## src/rtl/video_timing_gen.sv

```systemverilog
// ---------------------------------------------------------------------------
// video_timing_gen
//   PAL raster timing source for the scandoubler/SCART stage. Runs the beam
//   counters at the lores pixel clock and produces active-low sync, blanking
//   and a colour-bar test pattern. With interlace enabled, fields alternate
//   long/short, and short fields carry a half-line vsync offset.
//
// Ports
//   clk                in   pixel clock, the only clock
//   reset              in   synchronous, active-high
//   interlace          in   interlace enable, sampled only at end of field
//   hpos, vpos         out  beam position (9 bits each)
//   lof                out  1 = current field is long
//   _hsync, _vsync     out  active-low syncs
//   blank              out  1 = outside the active picture
//   eol, eof           out  last clock of line / last clock of field
//   red, green, blue   out  4-bit test pattern pixel data
// ---------------------------------------------------------------------------
module video_timing_gen #(
    parameter int HTOTAL = 454,
    parameter int HSSTRT = 36,
    parameter int HSSTOP = 70,
    parameter int HBSTRT = 30,
    parameter int HBSTOP = 106,
    parameter int VTOTAL = 312,
    parameter int VSSTRT = 2,
    parameter int VSSTOP = 5,
    parameter int VBSTOP = 26
) (
    input  logic       clk,
    input  logic       reset,
    input  logic       interlace,
    output logic [8:0] hpos,
    output logic [8:0] vpos,
    output logic       lof,
    output logic       _hsync,
    output logic       _vsync,
    output logic       blank,
    output logic       eol,
    output logic       eof,
    output logic [3:0] red,
    output logic [3:0] green,
    output logic [3:0] blue
);

    localparam logic [8:0] H_LAST     = 9'(HTOTAL - 1);
    localparam logic [8:0] H_HALF     = 9'(HTOTAL / 2);
    localparam logic [8:0] H_SSTRT    = 9'(HSSTRT);
    localparam logic [8:0] H_SSTOP    = 9'(HSSTOP);
    localparam logic [8:0] H_BSTRT    = 9'(HBSTRT);
    localparam logic [8:0] H_BSTOP    = 9'(HBSTOP);
    localparam logic [8:0] V_LONG_LST = 9'(VTOTAL);
    localparam logic [8:0] V_SHRT_LST = 9'(VTOTAL - 1);
    localparam logic [8:0] V_SSTRT    = 9'(VSSTRT);
    localparam logic [8:0] V_SSTOP    = 9'(VSSTOP);
    localparam logic [8:0] V_BSTOP    = 9'(VBSTOP);

    logic [8:0] r_hpos, r_vpos;
    logic       r_lof, r_hsync_n, r_vsync_n, r_blank, r_eol, r_eof;
    logic [3:0] r_red, r_green, r_blue;

    logic       w_at_eol, w_at_eof;
    logic [8:0] w_hpos_nx, w_vpos_nx, w_vlast_nx, w_vs_h;
    logic       w_lof_nx, w_eol_nx, w_eof_nx;
    logic       w_vs_after, w_vs_before;
    logic       w_hsync_n_nx, w_vsync_n_nx, w_blank_nx;
    logic [2:0] w_bar;
    logic [3:0] w_red_nx, w_green_nx, w_blue_nx;

    // All decodes are computed from the next count values and registered
    // alongside the counters, so every output lines up with hpos/vpos.
    always_comb begin
        w_at_eol  = (r_hpos == H_LAST);
        w_at_eof  = w_at_eol && (r_vpos == (r_lof ? V_LONG_LST : V_SHRT_LST));

        w_hpos_nx = w_at_eol ? 9'd0 : r_hpos + 9'd1;
        w_vpos_nx = r_vpos;
        w_lof_nx  = r_lof;
        if (w_at_eof) begin
            w_vpos_nx = 9'd0;
            // interlace only matters here, at the field boundary
            w_lof_nx  = interlace ? ~r_lof : 1'b1;
        end else if (w_at_eol) begin
            w_vpos_nx = r_vpos + 9'd1;
        end

        w_vlast_nx = w_lof_nx ? V_LONG_LST : V_SHRT_LST;
        w_eol_nx   = (w_hpos_nx == H_LAST);
        w_eof_nx   = w_eol_nx && (w_vpos_nx == w_vlast_nx);

        // A short field can only exist when interlace was set at the last
        // field boundary, so lof=0 alone selects the half-line vsync offset.
        w_vs_h      = w_lof_nx ? 9'd0 : H_HALF;
        w_vs_after  = (w_vpos_nx > V_SSTRT) ||
                      ((w_vpos_nx == V_SSTRT) && (w_hpos_nx >= w_vs_h));
        w_vs_before = (w_vpos_nx < V_SSTOP) ||
                      ((w_vpos_nx == V_SSTOP) && (w_hpos_nx < w_vs_h));
        w_vsync_n_nx = ~(w_vs_after && w_vs_before);

        w_hsync_n_nx = ~((w_hpos_nx >= H_SSTRT) && (w_hpos_nx < H_SSTOP));
        w_blank_nx   = ((w_hpos_nx >= H_BSTRT) && (w_hpos_nx < H_BSTOP)) ||
                       (w_vpos_nx < V_BSTOP);

        w_bar      = w_hpos_nx[8:6];
        w_red_nx   = w_blank_nx ? 4'h0 : {4{w_bar[1]}};
        w_green_nx = w_blank_nx ? 4'h0 : {4{w_bar[2]}};
        w_blue_nx  = w_blank_nx ? 4'h0 : {4{w_bar[0]}};
    end

    always_ff @(posedge clk) begin
        if (reset) begin
            r_hpos    <= 9'd0;
            r_vpos    <= 9'd0;
            r_lof     <= 1'b1;
            r_hsync_n <= 1'b1;
            r_vsync_n <= 1'b1;
            r_blank   <= 1'b1;
            r_eol     <= 1'b0;
            r_eof     <= 1'b0;
            r_red     <= 4'h0;
            r_green   <= 4'h0;
            r_blue    <= 4'h0;
        end else begin
            r_hpos    <= w_hpos_nx;
            r_vpos    <= w_vpos_nx;
            r_lof     <= w_lof_nx;
            r_hsync_n <= w_hsync_n_nx;
            r_vsync_n <= w_vsync_n_nx;
            r_blank   <= w_blank_nx;
            r_eol     <= w_eol_nx;
            r_eof     <= w_eof_nx;
            r_red     <= w_red_nx;
            r_green   <= w_green_nx;
            r_blue    <= w_blue_nx;
        end
    end

    assign hpos   = r_hpos;
    assign vpos   = r_vpos;
    assign lof    = r_lof;
    assign _hsync = r_hsync_n;
    assign _vsync = r_vsync_n;
    assign blank  = r_blank;
    assign eol    = r_eol;
    assign eof    = r_eof;
    assign red    = r_red;
    assign green  = r_green;
    assign blue   = r_blue;

endmodule

```

## config.mk

```make
export PLATFORM = sky130hd
export DESIGN_NAME = video_timing_gen
export DESIGN_NICKNAME = d
export VERILOG_FILES = /design/src/rtl/video_timing_gen.sv
export SDC_FILE = /design/constraint.sdc
export NUM_CORES = 1
export LEC_CHECK = 0
export ABC_AREA = 1
export ABC_CLOCK_PERIOD_IN_PS = 2200
export BUFFER_PORTS_ARGS = -buffer_cell sky130_fd_sc_hd__buf_2
export CAP_MARGIN = 20
export CORE_MARGIN = 2
export CORE_UTILIZATION = 45
export CTS_BUF_LIST = sky130_fd_sc_hd__clkbuf_8
export CTS_CLUSTER_SIZE = 40
export DETAILED_ROUTE_END_ITERATION = 10
export GPL_ROUTABILITY_DRIVEN = 0
export GPL_TIMING_DRIVEN = 1
export HOLD_SLACK_MARGIN = 0.02
export PLACE_DENSITY = 0.77
export SLEW_MARGIN = 20
export SYNTH_ARGS = -nofsm -noshare
export SYNTH_HDL_FRONTEND = slang
export SYNTH_SLANG_ARGS = --single-unit
```

## constraint.sdc

```tcl
create_clock -name clk -period 2.2 [get_ports clk]
set_input_delay 0.44 -clock clk [delete_from_list [all_inputs] [get_ports clk]]
set_output_delay 0.44 -clock clk [all_outputs]
set_load 0.005 [all_outputs]
```

After elaboration in Yosys (flattened, before gate mapping)
Index checks and enable logic that the tools add are counted.
Cells by class
  muxes and demuxes: 8
  bitwise logic cells: 3
  $lt $le $gt $ge: 9
  $add $sub $neg: 2
  equal/unequal tests: 6
  reductions and logical operators: 11
Operators with widths (number)
  two-way mux 9 bit: 3
  adder 9 x 1 -> 9 bit (second input constant): 2
  equality test 9 bit: 2
  equality test 9 bit (second input constant): 2
  less-than comparator 9 x 7 -> 1 bit (second input constant): 2
  equality test 9 x 2 -> 1 bit (second input constant): 1
  equality test 9 x 3 -> 1 bit (second input constant): 1
  greater-or-equal comparator 9 x 5 -> 1 bit (second input constant): 1
  greater-or-equal comparator 9 x 6 -> 1 bit (second input constant): 1
  greater-or-equal comparator 9 x 8 -> 1 bit: 1
  > comparator 9 x 2 -> 1 bit (second input constant): 1
  less-than comparator 9 x 3 -> 1 bit (second input constant): 1
  less-than comparator 9 x 5 -> 1 bit (second input constant): 1
  less-than comparator 9 x 8 -> 1 bit: 1
  two-way mux 4 bit: 2
  two-way mux 8 bit: 1
  logical AND 1 bit: 7
  logical OR 1 bit: 3
  inverter 1 bit: 3
  two-way mux 1 bit: 2
  OR reduction 2 bit: 1
Storage, ports and cells
  register bits after elaboration: 27

Logic depth before layout (Yosys ltp)
  depth after elaboration: 10
  mapped depth: 18
  mapped depth without buffers: 18

Worst setup path after synthesis
Ideal clock, no wire load.
  kind: register -> register
  from: register r_hpos[0] (netlist: hpos[0])
  to: register r_vsync_n (netlist: _vsync)
  path buffers: 0
  path slack: -0.147 ns
  library setup time: 0.125 ns
  data arrival time: 2.222 ns
  data required time: 2.075 ns
  clock period less this slack: 2.347 ns
  stages on the path, launching flop included: 16
  cells stage by stage: dfxtp_1 -> ha_1 -> nand2_2 -> nor2_4 -> nand2_4 -> inv_1 -> nand3_2 -> o21ai_2 -> inv_2 -> ha_1 -> a21oi_1 -> nand4_1 -> nand2_1 -> nand2_1 -> o21ai_0 -> nand3_1
On the way
  cells in the longest elaborated chain, start to end: 9
Ends and longest elaborated chain
  from (decl): RTL line 58  | logic [8:0] r_hpos, r_vpos;
  from (signal assigned): RTL line 124  | r_hpos <= w_hpos_nx;
  parallel branches: the longest is 7 deep, another holds adder 9 x 1 -> 9 bit
  logical AND 1 bit (*): RTL line 98  | w_vsync_n_nx = ~(w_vs_after && w_vs_before);
  inverter 1 bit (*): RTL line 98
  to (signal assigned): RTL line 128  | r_vsync_n <= w_vsync_n_nx;
  to (decl): RTL line 59  | logic r_lof, r_hsync_n, r_vsync_n, r_blank, r_eol, r_eof;
Every way passes the cells marked *.
A chain may end at the register's enable or synchronous reset.

Final worst setup path
  from: register r_hpos[1] (netlist: hpos[1])
  to: register r_vsync_n (netlist: _vsync)
The elaborated chain is that of the path after synthesis.

==> results.sh <==
export IMPL_syn_area_mm2=0.00192
export IMPL_die_h_um=69.3
export IMPL_cellPowerDensity_mw_per_mm2=368
export IMPL_synth_edff_count=0
export IMPL_crit_path_cell_trace="inv_2 > ha_4 > nand2_4 > nor2_4 > nand2_4 > inv_4 > nand3_4 > o21ai_4 > inv_4 > ha_1 > inv_2 > nor2_2 > nand3_1 > nor2_1 > nor2_2 > nand2_1 > nand3_1"
export IMPL_grt_max_degree=22
export IMPL_fmax_mhz=466
export IMPL_slew_headroom=0.722
export IMPL_syn_inst=306
export IMPL_slowest_delay_ns=0.34
export IMPL_grt_pass1_vias=1908
export IMPL_cts_tree="done"
export IMPL_setup_viol=0
export IMPL_initial_utilization=0.473
export IMPL_worstSetupStartpointType="flip-flop"
export IMPL_wl_met3_um=284
export IMPL_fin_cells=414
export IMPL_critPathBufInv=4
export IMPL_clock_sinks=27
export IMPL_worstHoldPathType="input port to flip-flop"
export IMPL_yosysTopAreaCellShare=0.282
export IMPL_top_layer_used="met4"
export IMPL_dp_hpwl_um=3880
export IMPL_worst_slack_ns=0.0519
export IMPL_r2r_slack_ns=0.05
export IMPL_r2r_end="_vsync"
export IMPL_async_flop_share=0
export IMPL_wl_met2_um=2390
export IMPL_whs_path_depth=2
export IMPL_synth_top_area_cell="dfxtp_1"
export IMPL_rsz0062_at_grt="yes"
export IMPL_routed_via_density=5.04
export IMPL_yosysMostFrequentCell="nand2_1"
export IMPL_hold_viol_final=0
export IMPL_crit_type="flip-flop to flip-flop"
export IMPL_status="finished, final reports clean"
export IMPL_grt_pass1_wl_um=8300
export IMPL_worstHoldStart="reset"
export IMPL_synth_top_flop_cell="dfxtp_1"
export IMPL_drv_cap=0
export IMPL_firstDrtPassIters=5
export IMPL_pre_cts_slack_ns=-0.00360
export IMPL_slew_violations=0
export IMPL_drt_total_wl_um=5120
export IMPL_drtIter0Drc=208
export IMPL_synth_nets=317
export IMPL_holdPathEnd="hpos[7]"
export IMPL_clkLatencyLatePin_ns=0.28
export IMPL_portBuffers=38
export IMPL_synthTopCellsByArea="dfxtp_1 28%, nand2_1 16%, nor2_1 11%, inv_1 8.2%, nand3_1 7.0%"
export IMPL_crit_family="simple AND/OR/NAND/NOR gates"
export IMPL_drc_errors=0
export IMPL_r2r_start="hpos[1]"
export IMPL_synth_warning_count=0
export IMPL_ys_seq_area_frac=0.282
export IMPL_wl_per_cell_um=12.4
export IMPL_area_growth_syn_to_layout_pct=29.1
export IMPL_antenna_found_initial=0
export IMPL_crit_start="hpos[1]"
export IMPL_vias=2085
export IMPL_fin_skew_ns=0.00655
export IMPL_crit_fanout=5
export IMPL_postSynthAreaPerCell_um2=6.27
export IMPL_endpoint_kind="flip-flop"
export IMPL_arrival_ns=2.32
export IMPL_final_nets=376
export IMPL_final_util=0.611
export IMPL_synth_distinct_cells=28
export IMPL_cts_buffers=3
export IMPL_nFillCells=367
export IMPL_ioPinCount=39
export IMPL_fin_crit_sh=0.976
export IMPL_cts_root_buf="clkbuf_8"
export IMPL_worst_pin_slew_ns=0.417
export IMPL_final_antenna_net_count=0
export IMPL_r2r_cells=17
export IMPL_grt_overflow=0
export IMPL_drive_gt1_frac=0.346
export IMPL_clk_path_buf_depth=2
export IMPL_ir_drop_uv=202
export IMPL_dieArea_mm2=0.00480
export IMPL_synth_common_cells="82 x nand2_1, 57 x nor2_1, 42 x inv_1, 27 x dfxtp_1, 27 x nand3_1"
export IMPL_p_leak_nw=1.32
export IMPL_ys_ff_latch=27
export IMPL_setup_tns_ns=0
export IMPL_core_area_mm2=0.00406
export IMPL_num_antenna_cells=0
export IMPL_grt_util_all_layers=0.204
export IMPL_p_total_uw=911
export IMPL_cp_required_ns=2.37
export IMPL_clk_pin_slew_ns=0.11
export IMPL_cp_slowest_cell="dfxtp_2"
export IMPL_cts_max_level=1
export IMPL_wl_met1_um=2330
export IMPL_min_period_ns=2.15
export IMPL_holdBufCountCts=0
export IMPL_die_x_um=69.3
export IMPL_rows=23
export IMPL_dp_cells=403
cell type report:
cell class                      instances  area, um2  share of cell area
Tap cell                               50       62.6              0.0253
Sequential cell                        27        546               0.220
Clock buffer                            3       41.3              0.0167
Inverter                               46        178              0.0717
Clock inverter                          1       7.51             0.00303
Multi-Input combinational cell        220       1230               0.495
Timing Repair Buffer                   67        415               0.168
registers in the layout, indices dropped and copies added, names as in the netlist, named ones only:
name	cells
vpos	9
hpos	9
eof	1
_vsync	1
eol	1
blue	1
blank	1
_hsync	1
red	1
green	1
placed cells by master (no fill, tap or decap), types with 8 or more instances in the layout:
master and count:
nand3_1 25, nand2_1 77, inv_1 36, nor2_1 54, buf_2 38, nand2_2 10, inv_2 8, buf_4 27
nand4_1 8, dfxtp_1 23
layer usage:
layer	track usage	vias to the layer above
met5	0	-
met4	0.0566	0
met3	0.0305	15
met2	0.339	72
met1	0.275	941
li1	-	1057
stage by stage:
stage / hold WS, ns / area (um2)
final: 0.569 / 2480
after global routing: 0.582 / 2480
after CTS: 0.559 / 2370
after detailed placement: 0.631 / 2260
after global placement: 0.611 / 2260
after floorplan: 0.524 / 1940
worst max path at each step:
stage,endpoint,slack (ns),depth (start not counted)
finish,_vsync,0.05,17
detailed placement,_vsync,-0.004,18
global placement,_vsync,0.06,18
floorplan,_vsync,0.02,16
CTS,_vsync,0.009,17
global route,_vsync,-0.11,17
kinds of logic after synthesis:
logic type                 count (synthesis)  share of synthesized area
DFF                                       27                      0.282
AOI/OAI and AO/OA                         14                     0.0495
adders and majority gates                  8                     0.0522
buffers and inverters                     59                      0.139
and+or+nand+nor                          197                      0.473
xor gates and xnor gates                   1                    0.00456
where the power goes:
| part | leakage (nW) | internal, mW | switching (mW) |
|---|---|---|---|
| combinational | 1.08 | 0.0488 | 0.0652 |
| clock | 0.0217 | 0.129 | 0.171 |
| sequential | 0.220 | 0.494 | 0.00382 |
| total | 1.32 | 0.671 | 0.240 |
repair_timing:
action | CTS | global route
resized for setup | 8 | 25
pin swaps | 4 | 12
endpoints found under the setup margin | 1 | 5
setup buffers | 2 | 5
Power figures use the tool's default switching activity.
